$ cat src/rtl/dbg_seg_probe.sv
// Seven-segment debug probe: live view, trigger snapshot and change counting
// of CH probe channels. Change counting is built only with DBG_PROBE_COUNT_EN.

module dig_ctrl (
  input  logic [3:0] val,
  input  logic       blank,
  output logic [6:0] seg
);
  // Active-high segments, bit 0 = a ... bit 6 = g
  always_comb begin
    seg = 7'b0000000;
    if (!blank) begin
      case (val)
        4'h0: seg = 7'h3F;
        4'h1: seg = 7'h06;
        4'h2: seg = 7'h5B;
        4'h3: seg = 7'h4F;
        4'h4: seg = 7'h66;
        4'h5: seg = 7'h6D;
        4'h6: seg = 7'h7D;
        4'h7: seg = 7'h07;
        4'h8: seg = 7'h7F;
        4'h9: seg = 7'h6F;
        4'hA: seg = 7'h77;
        4'hB: seg = 7'h7C;
        4'hC: seg = 7'h39;
        4'hD: seg = 7'h5E;
        4'hE: seg = 7'h79;
        default: seg = 7'h71;
      endcase
    end
  end
endmodule

module dbg_seg_probe #(
  parameter int          CH      = 8,
  parameter int          W       = 4,
  parameter int          DIGITS  = 8,
  parameter logic [15:0] DEB_CYC = 16'd50000
) (
  input  logic                clk,
  input  logic                rst,
  input  logic [CH*W-1:0]     probe,
  input  logic [1:0]          mode,
  input  logic                arm,
  input  logic                trig,
  input  logic                page_btn,
  output logic [7*DIGITS-1:0] led,
  output logic                armed,
  output logic                captured,
  output logic [5:0]          page
);
  localparam int NPAGES = (CH + DIGITS - 1) / DIGITS;

  typedef enum logic [1:0] {IDLE, ARMED, CAPTURED} state_t;

  state_t          state, state_next;
  logic [CH*W-1:0] probe_q, snap;
  logic [1:0]      mode_prev;
  logic            mode_chg;
  logic            trig_s1, trig_s2, trig_s3, trig_edge;
  logic            btn_s1, btn_s2, deb_lvl;
  logic [15:0]     deb_cnt;
  logic            snap_load;

  assign mode_chg  = (mode != mode_prev);
  assign trig_edge = trig_s2 & ~trig_s3;
  assign armed     = (state == ARMED);
  assign captured  = (state == CAPTURED);

  always_ff @(posedge clk or posedge rst) begin
    if (rst) begin
      probe_q   <= '0;
      mode_prev <= 2'b00;
      trig_s1   <= 1'b0;
      trig_s2   <= 1'b0;
      trig_s3   <= 1'b0;
      btn_s1    <= 1'b0;
      btn_s2    <= 1'b0;
    end else begin
      probe_q   <= probe;
      mode_prev <= mode;
      trig_s1   <= trig;
      trig_s2   <= trig_s1;
      trig_s3   <= trig_s2;
      btn_s1    <= page_btn;
      btn_s2    <= btn_s1;
    end
  end

  // Debounce: the level follows the input only after DEB_CYC stable cycles
  always_ff @(posedge clk or posedge rst) begin
    if (rst) begin
      deb_lvl <= 1'b0;
      deb_cnt <= '0;
      page    <= '0;
    end else if (btn_s2 == deb_lvl) begin
      deb_cnt <= '0;
    end else if (deb_cnt == DEB_CYC - 16'd1) begin
      deb_lvl <= btn_s2;
      deb_cnt <= '0;
      if (btn_s2)
        page <= (page == 6'(NPAGES - 1)) ? 6'd0 : page + 6'd1;
    end else begin
      deb_cnt <= deb_cnt + 16'd1;
    end
  end

  always_ff @(posedge clk or posedge rst) begin
    if (rst) begin
      state <= IDLE;
      snap  <= '0;
    end else begin
      state <= state_next;
      if (snap_load)
        snap <= probe_q;
    end
  end

  always_comb begin
    state_next = state;
    snap_load  = 1'b0;
    if (mode_chg) begin
      state_next = IDLE;
    end else begin
      case (state)
        IDLE:     if (arm && mode == 2'b01) state_next = ARMED;
        ARMED:    if (trig_edge) begin
                    state_next = CAPTURED;
                    snap_load  = 1'b1;
                  end
        CAPTURED: if (arm) state_next = ARMED;
        default:  state_next = IDLE;
      endcase
    end
  end

`ifdef DBG_PROBE_COUNT_EN
  logic [CH*W-1:0] probe_prev;
  logic [3:0]      cnt [CH];

  // A clear (arm or mode change) takes priority over a same-cycle change
  always_ff @(posedge clk or posedge rst) begin
    if (rst) begin
      probe_prev <= '0;
      for (int c = 0; c < CH; c++) cnt[c] <= 4'h0;
    end else begin
      probe_prev <= probe_q;
      for (int c = 0; c < CH; c++) begin
        if (mode_chg || (arm && mode == 2'b10))
          cnt[c] <= 4'h0;
        else if (probe_q[c*W +: W] != probe_prev[c*W +: W] && cnt[c] != 4'hF)
          cnt[c] <= cnt[c] + 4'h1;
      end
    end
  end
`endif

  logic [3:0] chan_val [CH];

  always_comb begin
    for (int c = 0; c < CH; c++) begin
      chan_val[c] = 4'h0;
      if (mode == 2'b01)
        chan_val[c][W-1:0] = snap[c*W +: W];
`ifdef DBG_PROBE_COUNT_EN
      else if (mode == 2'b10)
        chan_val[c] = cnt[c];
`endif
      else
        chan_val[c][W-1:0] = probe_q[c*W +: W];
    end
  end

  generate
    for (genvar gi = 0; gi < DIGITS; gi++) begin : g_dig
      logic [31:0] idx;
      logic [3:0]  dval;
      logic        dblank;

      always_comb begin
        idx    = 32'(page) * 32'(DIGITS) + 32'(gi);
        dblank = (idx >= 32'(CH));
        dval   = 4'h0;
        for (int c = 0; c < CH; c++)
          if (32'(c) == idx) dval = chan_val[c];
      end

      dig_ctrl u_dig (
        .val   (dval),
        .blank (dblank),
        .seg   (led[7*gi +: 7])
      );
    end
  endgenerate
endmodule

$ cat config.mk
export PLATFORM = sky130hd
export DESIGN_NAME = dbg_seg_probe
export DESIGN_NICKNAME = d
export VERILOG_FILES = /design/src/rtl/dbg_seg_probe.sv
export SDC_FILE = /design/constraint.sdc
export NUM_CORES = 1
export LEC_CHECK = 0
export CELL_PAD_IN_SITES_DETAIL_PLACEMENT = 1
export CELL_PAD_IN_SITES_GLOBAL_PLACEMENT = 1
export CORE_MARGIN = 2
export CORE_UTILIZATION = 42
export CTS_BUF_LIST = sky130_fd_sc_hd__clkbuf_16
export DETAILED_ROUTE_END_ITERATION = 8
export PLACE_DENSITY_LB_ADDON = 0.25
export REMOVE_ABC_BUFFERS = 1
export SYNTH_ARGS = -nofsm -noshare
export SYNTH_HDL_FRONTEND = slang
export SYNTH_SLANG_ARGS = --single-unit
$ cat constraint.sdc
create_clock -name clk -period 3.4 [get_ports clk]
set_input_delay 0.68 -clock clk [delete_from_list [all_inputs] [get_ports clk]]
set_output_delay 0.68 -clock clk [all_outputs]
set_load 0.01 [all_outputs]
### Word-level counts from Yosys, hierarchy flattened

Memories as Yosys holds them, arrays and structs flattened.
Cells that the tools add are included.

* flip-flop bits (word level): 96
* bits in read-only memories: 896
* input bits: 39
* output and inout port bits: 64
* logic and storage cells: 196
* memories: 8

Memory list
* (no name shown): words 16, width 7, rd ports 1, clocked after memory_dff 0, wr ports 0, line 13 `case (val)`
* (no name shown): words 16, width 7, rd ports 1, clocked after memory_dff 0, wr ports 0, line 13
* (no name shown): words 16, width 7, rd ports 1, clocked after memory_dff 0, wr ports 0, line 13
* (no name shown): words 16, width 7, rd ports 1, clocked after memory_dff 0, wr ports 0, line 13
* (no name shown): words 16, width 7, rd ports 1, clocked after memory_dff 0, wr ports 0, line 13
* (no name shown): words 16, width 7, rd ports 1, clocked after memory_dff 0, wr ports 0, line 13
* +2 memories

* add/subtract/negate cells: 9
* magnitude comparators: 8
* equality and inequality tests: 58
* mux-type cells: 84
* bitwise logic cells: 3
* reduce and logical (&&, ||, !) cells: 14

Operator list (number)
* == test 3 x 10 -> 1 bit, first input constant: 28
* 2-to-1 mux 4 bit: 65
* logical NOT 32 bit: 8
* == test 2 x 10 -> 1 bit, first input constant: 14
* == test 1 x 10 -> 1 bit, first input constant: 7
* >= comparator 10 x 4 -> 1 bit, second input constant: 7
* 2-to-1 mux 7 bit: 8
* adder 9 x 3 -> 10 bit, second input constant: 4
* 2-to-1 mux 16 bit: 2
* adder 9 x 2 -> 10 bit, second input constant: 2
* adder 16 x 1 -> 16 bit, second input constant: 1
* == test 16 bit, second input constant: 1
* adder 9 x 1 -> 10 bit, second input constant: 1
* >= comparator 9 x 4 -> 1 bit, second input constant: 1
* 2-to-1 mux 2 bit: 4
* adder 6 x 1 -> 6 bit, second input constant: 1
* logical NOT 6 bit: 1
* 2-to-1 mux 6 bit: 1
* case mux 2 bit (3 select lines): 1
* AND reduction 3 bit: 2
* == test 2 x 1 -> 1 bit, second input constant: 2
* 2-to-1 mux 1 bit: 3
* != test 3 x 1 -> 1 bit, second input constant: 1
* != test 3 x 2 -> 1 bit, second input constant: 1
* other kinds (9): 10

### Longest topological paths before layout

Gate-level depths: netlist (run 1).
An unclocked memory read counts as a cell.

* depth after elaboration: 12
* mapped depth: 12
* gate-level depth less buffers: 9

### Hierarchy

From an unflattened synthesis (run 1), not the netlist that was laid out.

* cell total of the unflattened synthesis: 616
* area total of the unflattened synthesis: 6203.4 sq um

By module, submodules not included
* dbg_seg_probe: instances 1, cells an instance 351, area an instance 4087.7 sq um, sequential area each 2402.3 sq um
* dig_ctrl (g_dig[0].u_dig ...): instances 5, cells an instance 33, area an instance 269.0 sq um, sequential area each 0.0 sq um
* dig_ctrl (g_dig[6].u_dig ...): instances 2, cells an instance 32, area an instance 251.5 sq um, sequential area each 0.0 sq um
* dig_ctrl (g_dig[4].u_dig): instances 1, cells an instance 36, area an instance 267.8 sq um, sequential area each 0.0 sq um

### Least setup slack after synthesis (run 1)

OpenSTA, ideal clock, no wires.

* path type: input port to output port
* from: input mode[1]
* to: output led[34]
* data arrival time: 2.656 ns
* data required time: 2.720 ns
* path slack: 0.064 ns
* stages: 12
* path buffers: 4
* cell sequence: nand2b_1 buf_6 buf_6 buf_4 buf_2 mux2i_1 nor2_1 inv_1 ha_1 mux2i_1 nor2_1 a311oi_1

* word-level cells in the longest chain between the ends: 12
* elaborated cells on any way between the ends: 19
* those cells by class: eq/ne: 1; mux: 17; memory: 1

RTL lines
* start: declaration: line 44 `input logic [1:0] mode,`
* == test 2 x 1 -> 1 bit *: line 164 `if (mode == 2'b01)`
* 2-to-1 mux 4 bit: line 164
* 2-to-1 mux 4 bit (7 in series): line 186 `if (32'(c) == idx) dval = chan_val[c];`
* 2-to-1 mux 4 bit *: line 186
* memory read (16 x 7 bit) *
* 2-to-1 mux 7 bit *: line 12 `if (!blank) begin`
* end: declaration: line 48 `output logic [7*DIGITS-1:0] led,`

Mark *: on every way between the ends. The rest lies on a longest branch, timed or not.

### Worst setup path in the final report (run 1)

* from: register page[5]
* to: output led[27]

* word-level cells in the longest chain between the ends: 12
* elaborated cells on any way between the ends: 20
* those cells by class: add/sub: 1; order compare: 1; eq/ne: 7; mux: 9; reduce/logical: 1; memory: 1

RTL lines
* start: declaration: line 51 `output logic [5:0] page`
* start signal: assignment: line 103 `page <= (page == 6'(NPAGES - 1)) ? 6'd0 : page + 6'd1;`
* adder 9 x 2 -> 10 bit *: line 182 `idx = 32'(page) * 32'(DIGITS) + 32'(gi);`
* logical NOT 32 bit: line 186
* 2-to-1 mux 4 bit (8 in series): line 186
* memory read (16 x 7 bit)
* 2-to-1 mux 7 bit *: line 12

Marked as above.

==> parameters.txt, run 1 <==
Parameter                              Value

Yosys
  Library cells used by synthesis ... 61
  Most used standard cells in the synthesized netlist ... sky130_fd_sc_hd__dfrtp_1 (96), sky130_fd_sc_hd__nor2_1 (54), sky130_fd_sc_hd__nand2_1 (52)
  Post-Synthesis Cell Area ... 6530 sq um
  Yosys warnings ... 0
  Most area-consuming cells after synthesis ... sky130_fd_sc_hd__dfrtp_1 (37%), sky130_fd_sc_hd__ha_1 (9.2%), sky130_fd_sc_hd__mux2i_1 (6.9%)
  Main flop type after synthesis ... sky130_fd_sc_hd__dfrtp_1
  Share of synthesized flip-flops with an asynchronous set or reset ... 100%
  Most frequent cell after synthesis ... sky130_fd_sc_hd__dfrtp_1
  Synthesized flop and latch total ... 96
  Syn Inst Count ... 668
  Mean Syn Cell Area ... 9.78 sq um
  Number of enable flip-flop cells after synthesis ... 0
  Dominant cell type by area after synthesis ... sky130_fd_sc_hd__dfrtp_1
  Sequential area share after synthesis ... 36.8%
  Top-area cell type share of the netlist area ... 36.8%

Floorplanning
  Total core area ... 15200 sq um
  Effective utilization at floorplan ... 43.0%
  DIE WIDTH ... 129 um
  Num ports ... 103
  Core Rows ... 45
  Area of the die ... 16600 sq um
  Die height ... 129 um

GRT
  Global routing usage summed across all routing layers ... 31.6%
  Initial antenna violation count ... 0
  Total congestion overflow after global routing ... 0
  Via count of the first global-routing pass ... 7253
  Maximum number of pins on one net before global-route repair ... 54
  Layer carrying the most global-route usage ... met2
  Met2 GRT Util ... 58.0%
  First-pass GRT wire length ... 40500 um
  Met3 usage in global routing ... 4.82%
  M1 GR Usage ... 37.1%

Pwr
  Peak ir drop on the vdd network ... 0.305 mV
  Share of power burned in combinational logic ... 29.0%
  Power density relative to cell area ... 356 nW/um^2
  Psw ... 0.00113 W
  Part of the total power dissipated in sequential elements ... 36.2%
  Sw Share ... 32.0%
  Reported leakage power ... 4.61 nW
  Internal power consumption ... 0.00241 W
  Share of power burned in the clock network ... 34.8%

Cells and area
  Ant. Diodes ... 0
  Post-route cell area ... 9960 sq um
  Area Growth Syn to Fin ... 52.4%
  FILL cells ... 1608
  Final core occ ... 65.5%
  Post-layout net count ... 1005
  Share of layout cells above drive strength 1 ... 45.4%

Worst setup path
  Required time of the worst setup path ... 2.72 ns
  Startpoint of the worst-slack reg-to-reg timing path ... mode_prev[1]$_DFF_PP0_
  Crit Reg-Reg Endpoint ... snap[15]$_DFFE_PP0P_
  Worst reg-to-reg setup slack ... 1.17 ns
  Crit Path Category ... flop to output port
  Arrival time of data at the critical path endpoint ... 2.82 ns
  Startpoint class of the critical path ... flop
  Element type at the critical path end ... output port
  Number of cells on the worst reg-to-reg path ... 5
  Critical Path Fanout Max ... 8

Place
  Weighted congestion at the end of routability-driven global placement ... 0.908
  Number of buffers inserted by port buffering ... 102
  Total cell area at the placement stage ... 8530 sq um
  Post-detailed-placement half-perimeter wirelength ... 15700 um

Detailed routing
  Initial detailed-routing violation count ... 477
  Number of nets with antenna violations after detailed routing ... 0
  Total routed wirelength ... 31200 um
  Vias post-DR ... 7037
  Initial DRT Pass Iterations ... 5
  Routed wirelength normalized by instance count ... 28.1 um
  Detailed-route DRC error count ... 0
  Routed via count divided by cell count ... 6.33

CTS
  TritonCTS clock tree ... done
  CTS clk-pin slew, worst paths ... 0.07 ns
  Later-pin clock latency in the skew report ... 0.37 ns
  Level count of the clock H-tree ... 3
  CTS root buf ... sky130_fd_sc_hd__clkbuf_16
  Clk buf depth ... 2
  Number of buffers created by CTS ... 9
  Clk sinks ... 96

STA
  Fin worst setup slack ... -0.102 ns
  Unrepaired setup endpoints after global routing ... true
  Slew Viols, Final ... 0
  Setup-violating endpoint count in the final report ... 11
  Final Skew ... 0.0171 ns
  Slew at the pin closest to its max-slew limit ... 0.719 ns
  Final-report hold violation count ... 0
  Share of the clock period used by the worst path ... 103%
  Maximum achievable frequency ... 286 MHz
  Shortest clock period the worst path allows after layout ... 3.50 ns
  Max-Slew Margin vs Limit ... 52.1%

Job
  Number of maximum-capacitance violations ... 0

Worst hold path
  Instance count along the most critical hold path ... 0
  Terminating pin of the worst hold path ... btn_s2$_DFF_PP0_
  Tightest Hold Check Type ... flop to flop
  Start point of the worst min-delay path ... btn_s1$_DFF_PP0_

Status
  Violations in the final reports ... negative setup slack
  Result of the run ... finished with violations
[flip-flops by register name, summed over array words and instances (netlist names)]
name,cells
deb_lvl,1
page,6
state,2
trig_s3,1
probe_q,32
trig_s1,1
deb_cnt,16
btn_s2,1
mode_prev,2
btn_s1,1
trig_s2,1
snap,32
[worst max path at each step]
stage                        startpoint  cells past startpoint  slack, ns       to
floorplan                       mode[1]                      4      -1.41  led[12]
global placement                mode[1]                     10      -0.66  led[12]
detailed placement              mode[1]                     11      -0.80  led[52]
CTS                 page[3]$_DFFE_PP0P_                     10      0.007  led[23]
global route        page[5]$_DFFE_PP0P_                     11      -0.18  led[31]
finish              page[5]$_DFFE_PP0P_                     10      -0.10  led[27]
[layout by cell type, fill, tap and decap left out, drive strengths merged, types with 9 or more instances in the layout]
| cell type | n |
|---|---|
| a221oi | 9 |
| nand3 | 19 |
| nand2 | 53 |
| nand2b | 11 |
| xnor2 | 16 |
| buf | 203 |
| inv | 39 |
| clkdlybuf4s50 | 44 |
| mux2 | 45 |
| nor2 | 54 |
| dfrtp | 96 |
| clkbuf | 23 |
| mux2i | 51 |
| a21oi | 45 |
| a211oi | 11 |
| ha | 48 |
| o21ai | 31 |
| nor3 | 12 |
| a311oi | 9 |
[through the flow]
step / std cells / TNS, ns / hold WS, ns / power, W / setup slack, ns
after floorplan: 635 / -66.26 / 0.331 / 0.00169 / -1.41
after global placement: 1044 / -28.08 / 0.335 / 0.00206 / -0.657
after detailed placement: 1044 / -33.07 / 0.337 / 0.00211 / -0.802
after CTS: 1085 / 0 / 0.352 / 0.00335 / 0.00722
after global routing: 1111 / -1.94 / 0.373 / 0.00366 / -0.180
final: 1111 / -0.438 / 0.360 / 0.00355 / -0.102
[cell families after synthesis]
group,share of synthesized area (%)
mux,16.6
fa+ha+maj,9.19
simple gates,15.5
buf+inv,5.40
flops,36.8
compound gates,13.8
xor+xnor,2.68
[power groups by stage]
stage               clock network [W]  registers (W)  logic, W
finish                        0.00124        0.00128   0.00103
global route                  0.00130        0.00129   0.00107
CTS                           0.00120        0.00127  0.000879
detailed placement                  0        0.00128  0.000832
global placement                    0        0.00127  0.000791
floorplan                           0        0.00126  0.000428
[critical path, stage by stage (launching register included)]
cell and delay [ns]:
sky130_fd_sc_hd__dfrtp_1 0.42, sky130_fd_sc_hd__nor4_4 0.38, sky130_fd_sc_hd__and2_4 0.26, sky130_fd_sc_hd__buf_12 0.18
sky130_fd_sc_hd__nand2b_1 0.10, sky130_fd_sc_hd__buf_4 0.15, sky130_fd_sc_hd__ha_1 0.22, sky130_fd_sc_hd__mux2i_1 0.18
sky130_fd_sc_hd__nor2_1 0.08, sky130_fd_sc_hd__a311oi_2 0.28, sky130_fd_sc_hd__buf_2 0.20
[final cells by class]
type | count | area [sq um] | share of cell area [%]
clock buffer | 9 | 225 | 2.26
clock inverter | 7 | 119 | 1.19
inverter | 38 | 151 | 1.52
multi-input combinational | 501 | 4570 | 45.9
sequential | 96 | 2400 | 24.1
tap | 188 | 235 | 2.36
timing repair buffer | 272 | 2260 | 22.7
[per-layer routing]
metal	part of all wire [%]	vias to the layer above
li1	-	2901
met1	38	3580
met2	51	406
met3	6.0	150
met4	5.3	0
met5	0	-
[what timing repair did]
| action | CTS | global route |
|---|---|---|
| setup endpoints to repair | 56 | 54 |
| buffers inserted | 26 | 24 |
| hold endpoints to repair | 0 | 0 |
| cloned | 1 | 2 |
| hold buffers | 0 | 0 |
| pin swaps | 22 | 34 |
| gates resized for setup | 268 | 119 |
Note: power is estimated with default switching activity, not from simulation.
==> run 2, diff against run 1 <==
CORE_UTILIZATION = 50   (was 42)
DONT_BUFFER_PORTS = 1   (was default)
TNS_END_PERCENT = 50   (was default)
==> run 2 against run 1 <==
  * Final cell count down 20%
  * Die area down 16%
  * Largest cell class unchanged
  * Critical path type unchanged
  * Count of clock-buffer cells in the layout unchanged
  * Global-route usage down 4.7 points
  * The run now ends clean
  * Non-clock buffer count down 206
  * Design area down 24%
  * Highest routed layer unchanged
  * Critical path depth up 1
==> parameters.txt, run 2 (synthesized netlist as in run 1, its figures left out) <==
Parameter                              Value

Detailed routing
  Initial detailed-routing violation count ... 327 (-31%)
  Highest routed layer ... met4
  Vias post-DR ... 5463 (-22%)
  Met2 Wirelength ... 9970 um (-37%)
  Met3 wirelength from detailed routing ... 1010 um (-46%)
  Detailed-route DRC error count ... 0 (unchanged)
  Routed wirelength normalized by instance count ... 21.9 um (-22%)
  Initial DRT Pass Iterations ... 4 (-1)
  Routed via count divided by cell count ... 6.13 (-3.2%)
  Met1 WL ... 8170 um (-31%)
  Number of nets with antenna violations after detailed routing ... 0 (unchanged)
  Total routed wirelength ... 19500 um (-38%)

Cells and area
  Post-layout net count ... 800 (-20%)
  Register cell area after layout ... 2410 sq um (+0.21%)
  Highest-count cells in the layout ignoring fill and taps ... sky130_fd_sc_hd__dfrtp_1 (92), sky130_fd_sc_hd__buf_4 (61), sky130_fd_sc_hd__nand2_1 (50), sky130_fd_sc_hd__nor2_1 (49), sky130_fd_sc_hd__a21oi_1 (45)
  Registers with the highest flip-flop counts ... probe_q (32), snap (32), deb_cnt (16)
  Share of layout cells above drive strength 1 ... 26.5% (-19 points)
  Area Growth Syn to Fin ... 16.2%
  FILL cells ... 1428 (-11%)
  Final core occ ... 59.9% (-5.6 points)
  Commonest non-fill, non-tap cell in the layout ... sky130_fd_sc_hd__dfrtp_1
  Footprint of the multi-input gates ... 3960 sq um (-13%)

CTS
  Number of buffers created by CTS ... 9 (unchanged)
  Hold buffers post-CTS ... 0 (unchanged)
  Level count of the clock H-tree ... 3 (unchanged)
  Clk sinks ... 96 (unchanged)
  CTS root buf ... sky130_fd_sc_hd__clkbuf_16
  Later-pin clock latency in the skew report ... 0.36 ns (about the same)
  Clk buf depth ... 2 (unchanged)
  TritonCTS clock tree ... done
  CTS clk-pin slew, worst paths ... 0.07 ns (about the same)

Status
  Result of the run ... completed

STA
  Slew Viols, Final ... 0 (unchanged)
  Share of the clock period used by the worst path ... 98.7% (-4.4 points)
  Max-Slew Margin vs Limit ... 56.9% (+4.8 points)
  Slew at the pin closest to its max-slew limit ... 0.647 ns (-0.0715 ns)
  Maximum achievable frequency ... 298 MHz (+4.4%)
  Setup-violating endpoint count in the final report ... 0 (-11)
  Final Skew ... 0.00832 ns (-0.00879 ns)
  Fin worst setup slack ... 0.0457 ns (+0.148 ns)
  Unrepaired setup endpoints after global routing ... true
  Final-report hold violation count ... 0 (unchanged)
  Shortest clock period the worst path allows after layout ... 3.35 ns (-0.148 ns)

Worst setup path
  Buffers plus inverters on the worst setup path ... 4 (+1)
  Peak per-stage delay on the critical path ... 0.44 ns (+0.02 ns)
  Largest delay contributor family on the critical path ... buffers and inverters
  Arrival time of data at the critical path endpoint ... 2.67 ns (-0.15 ns)
  Slowest cell on crit path ... sky130_fd_sc_hd__dfrtp_2
  Critical Path Fanout Max ... 14 (+6)
  Worst reg-to-reg setup slack ... 1.39 ns (+0.22 ns)
  Cell-by-cell trace of the critical path ... inv_2 -> ha_4 -> and2_4 -> buf_12 -> nand2b_2 -> inv_1 -> ha_1 -> nand2b_1 -> nand2_1 -> a221oi_1 -> buf_4
  Element type at the critical path end ... output port
  Startpoint class of the critical path ... flop
  Required time of the worst setup path ... 2.72 ns (about the same)
  Number of cells on the worst reg-to-reg path ... 3 (-2)
  Startpoint of the worst-slack reg-to-reg timing path ... state[0]$_DFFE_PP0P_
  Crit Path Category ... flop to output port
  Crit Reg-Reg Endpoint ... snap[5]$_DFFE_PP0P_

GRT
  Via count of the first global-routing pass ... 5824 (-20%)
  First-pass GRT wire length ... 30200 um (-25%)
  Total congestion overflow after global routing ... 0 (unchanged)
  Maximum number of pins on one net before global-route repair ... 52 (-3.7%)
  Global routing usage summed across all routing layers ... 26.8% (-4.7 points)
  Initial antenna violation count ... 1 (+1)

Floorplanning
  Num ports ... 103 (unchanged)
  Die height ... 118 um (-8.1%)
  Core Rows ... 41 (-8.9%)
  Total core area ... 12700 sq um (-17%)
  DIE WIDTH ... 118 um (-8.1%)
  Effective utilization at floorplan ... 51.6% (+8.6 points)
  Area of the die ... 14000 sq um (-16%)

Job
  Number of maximum-capacitance violations ... 0 (unchanged)

Pwr
  Power density relative to cell area ... 388 nW/um^2 (+9.0%)
  Reported leakage power ... 3.60 nW (-22%)
  Peak ir drop on the vdd network ... 0.345 mV (+13%)

Place
  Post-placement setup slack ... -0.0179 ns (+0.784 ns)
  Number of buffers inserted by port buffering ... 0 (-100%)
  Post-detailed-placement half-perimeter wirelength ... 13100 um (-16%)
  Weighted congestion at the end of routability-driven global placement ... 0.905 (-0.43%)

Worst hold path
  Tightest Hold Check Type ... primary input to asynchronous set/reset pin
## run 2: repair_timing
item                                    CTS  global route
gates cloned                              1             1
gates resized for setup                  19            32
buffers inserted                          2             3
pin swaps                                 2             9
endpoints found under the setup margin   38            39
## run 2: where the power goes
group | internal, W | leakage (nW) | switching (W)
registers | 0.00120 | 1.23 | 0.0000591
logic | 0.000286 | 2.21 | 0.000370
clock network | 0.000572 | 0.147 | 0.000461
total | 0.00206 | 3.60 | 0.000890
## run 2: worst max path at each step
stage / start / endpoint / depth (start not counted)
after floorplan: mode[1] / led[12] / 4
after global placement: mode[1] / led[3] / 9
after detailed placement: mode[1] / led[55] / 10
after CTS: page[2]$_DFFE_PP0P_ / led[34] / 10
after global routing: page[1]$_DFFE_PP0P_ / led[13] / 11
final: page[1]$_DFFE_PP0P_ / led[13] / 11
## run 2: metrics by stage
step | hold WS [ns] | setup TNS [ns] | cell area [sq um] | cells | total power, W
finish | 0.288 | 0 | 7590 | 891 | 0.00295
global route | 0.334 | -0.0977 | 7590 | 890 | 0.00306
CTS | 0.309 | -0.00632 | 7450 | 886 | 0.00293
detailed placement | 0.339 | -0.0179 | 7040 | 867 | 0.00189
global placement | 0.333 | 0 | 7040 | 867 | 0.00186
floorplan | 0.331 | -66.26 | 6320 | 635 | 0.00169
## run 2: area by class of cell
| cell class | count | share of cell area (%) |
|---|---|---|
| antenna | 1 | 0.0330 |
| clock buffer | 9 | 2.97 |
| clock inverter | 7 | 0.956 |
| inverter | 38 | 1.91 |
| multi-input combinational | 502 | 52.1 |
| sequential | 96 | 31.7 |
| tap | 172 | 2.83 |
| timing repair buffer | 66 | 7.45 |
## run 2: per-layer routing
layer | vias to the layer above | global-route usage, %
li1 | 2483 | -
met3 | 26 | 6.61
met2 | 144 | 47.0
met4 | 0 | 7.45
met5 | - | 0
met1 | 2810 | 32.7
## run 2: worst reg2reg max path: stages, from the launching register on
cell and delay (ns):
sky130_fd_sc_hd__dfrtp_1 0.38, sky130_fd_sc_hd__nor2b_1 0.32, sky130_fd_sc_hd__or4b_4 0.79, sky130_fd_sc_hd__mux2_4 0.41
==> RTL change (settings of run 2) <==
Register the outputs `armed` and `captured`; this adds one clock of latency there. The other outputs are not delayed to match.
--- a/src/rtl/dbg_seg_probe.sv
+++ b/src/rtl/dbg_seg_probe.sv
@@ -67,4 +67,6 @@
   assign trig_edge = trig_s2 & ~trig_s3;
-  assign armed     = (state == ARMED);
-  assign captured  = (state == CAPTURED);
+  always_ff @(posedge clk) begin
+    armed    <= (state == ARMED);
+    captured <= (state == CAPTURED);
+  end
 
Behaviour: not the same (Yosys sat finds a counterexample within 4 cycles, from zero or initial values and one cycle with rst high).
==> RTL change against run 2 <==
The flow now finishes with violations (negative setup slack). Via count is 1.4% lower. Final cell count down 0.22%. Worst hold slack worse by 0.019 ns. Final area rose by 4.0%. Wire length is 3.3% higher. Setup slack lost 0.10 ns. Synthesized area is 2.2% higher. Clock power is 6% lower. Sequential cell count increased by 2. Count of clock-buffer cells in the layout unchanged. Total power increased by 0.23%. Global-route usage is 0.64 points lower.
==> RTL change: results (changes against run 2) <==
synth top area cells=dfrtp_1, ha_1, mux2_4 (was dfrtp_1, ha_1, mux2i_1); WHS=0.269 ns (was 0.288 ns); Critical path destination=led[15] (was led[13]); HPWL after detailed placement=12700 microns (was 13100 microns); Commonest cells post-synth=dfrtp_1, nor2_1, nand2_1 (unchanged); met2 GRT Util=45.1% (was 47.0%); top routing layer used=met4 (unchanged); met3 GRT Util=6.04% (was 6.61%); CTS Buf Count=9 (unchanged); dpl cells=855 (was 867); pre-CTS setup slack=-0.0318 ns (was -0.0179 ns); Hold Path Class=primary input to async pin (unchanged); slowest cell delay on critical path=0.47 ns (was 0.44 ns); Netlist cell types=69 (was 61); Clock Skew=0.0101 ns (was 0.00832 ns); clk root buf=clkbuf_16 (unchanged); Clk pwr share=32.7% (was 35.0%); Via density=6.06 (was 6.13); Worst EP arrival=2.78 ns (was 2.67 ns); fin cells=889 (was 891); leakage power=0.00371 uW (was 0.00360 uW); total number of yosys warnings=0 (unchanged); R2R Setup Slk=1.30 ns (was 1.39 ns); ys async rst share=98.0% (was 100%); Total Neg Setup Slack=-0.0551 ns (was 0 ns); Post-Synthesis Cells=648 (was 668); total track usage=26.2% (was 26.8%); violated checks=negative setup slack; GP Congestion=0.891 (was 0.905); Iteration-0 DRC Markers=359 (was 327); initial antenna violation count=1 (unchanged); Max-slew headroom=48.1% (was 56.9%); met2 routed WL=10300 microns (was 9970 microns); final net count=794 (was 800); worst r2r src=mode_prev[0] (was state[0]); share of cells above drive strength 1=31.0% (was 26.5%); M1 wire length=8220 microns (was 8170 microns); CP Launch Point=page[5] (was page[1]); Met3 Routed Length=937 microns (was 1010 microns); Avg WL per Cell=22.6 microns (was 21.9 microns); final setup fails=1 (was 0); sequential area share after synthesis=36.6% (was 36.8%); Resize count post-CTS=27 (was 19); sw frac=31.2% (was 30.2%); crit-path leading delay family=simple AND/OR/NAND/NOR gates (was buffers and inverters); Post-Place Cell Area=0.00717 sq mm (was 0.00704 sq mm); Switch Pwr=922 uW (was 890 uW); met1 GRT Util=32.1% (was 32.7%); vias in the first global route=5627 (was 5824); setup slack after layout=-0.0551 ns (was 0.0457 ns); RR Endpoint=snap[24] (was snap[5]); CTS clk-pin slew, worst paths=0.07 ns (about the same); critical path fanouts, max=13 (was 14); top_reg_cell synth=dfrtp_1 (unchanged); status=finished, violations left (was completed); global-route wire length before repair=29500 microns (was 30200 microns); Reg2Reg Depth=5 (was 3); VDD IR-drop max=305 uV (was 345 uV); largest net degree at the start of global routing=52 (unchanged); Reg power frac=43.7% (was 42.7%)
RTL change: cell count changes after synthesis, sizes merged, moves of 4 or more:
cell / run 2 / this run
a21oi: 45 / 36
and3: 4 / 8
clkbuf: 10 / 4
a31oi: 6 / 12
or3: 6 / 1
a211oi: 11 / 7
mux2: 45 / 53
inv: 38 / 32
o21ai: 31 / 22
and4bb: 4 / 0
RTL change: cell type report:
cell class / instances / area, sq um
multi-input cells: 491 / 4190
inverters: 32 / 123
repair buffers: 75 / 642
fillers: 1421 / 5240
diodes: 1 / 2.50
well taps: 176 / 220
clock buffers: 9 / 225
clock inverters: 7 / 46.3
flip-flops and latches: 98 / 2450
RTL change: cell families after synthesis:
family | synth area share (%)
xor gates and xnor gates | 2.88
adders and majority gates | 8.99
buffers and inverters | 4.95
and+or+nand+nor | 14.6
AOI/OAI and AO/OA | 12.7
DFF | 36.6
muxes | 19.3
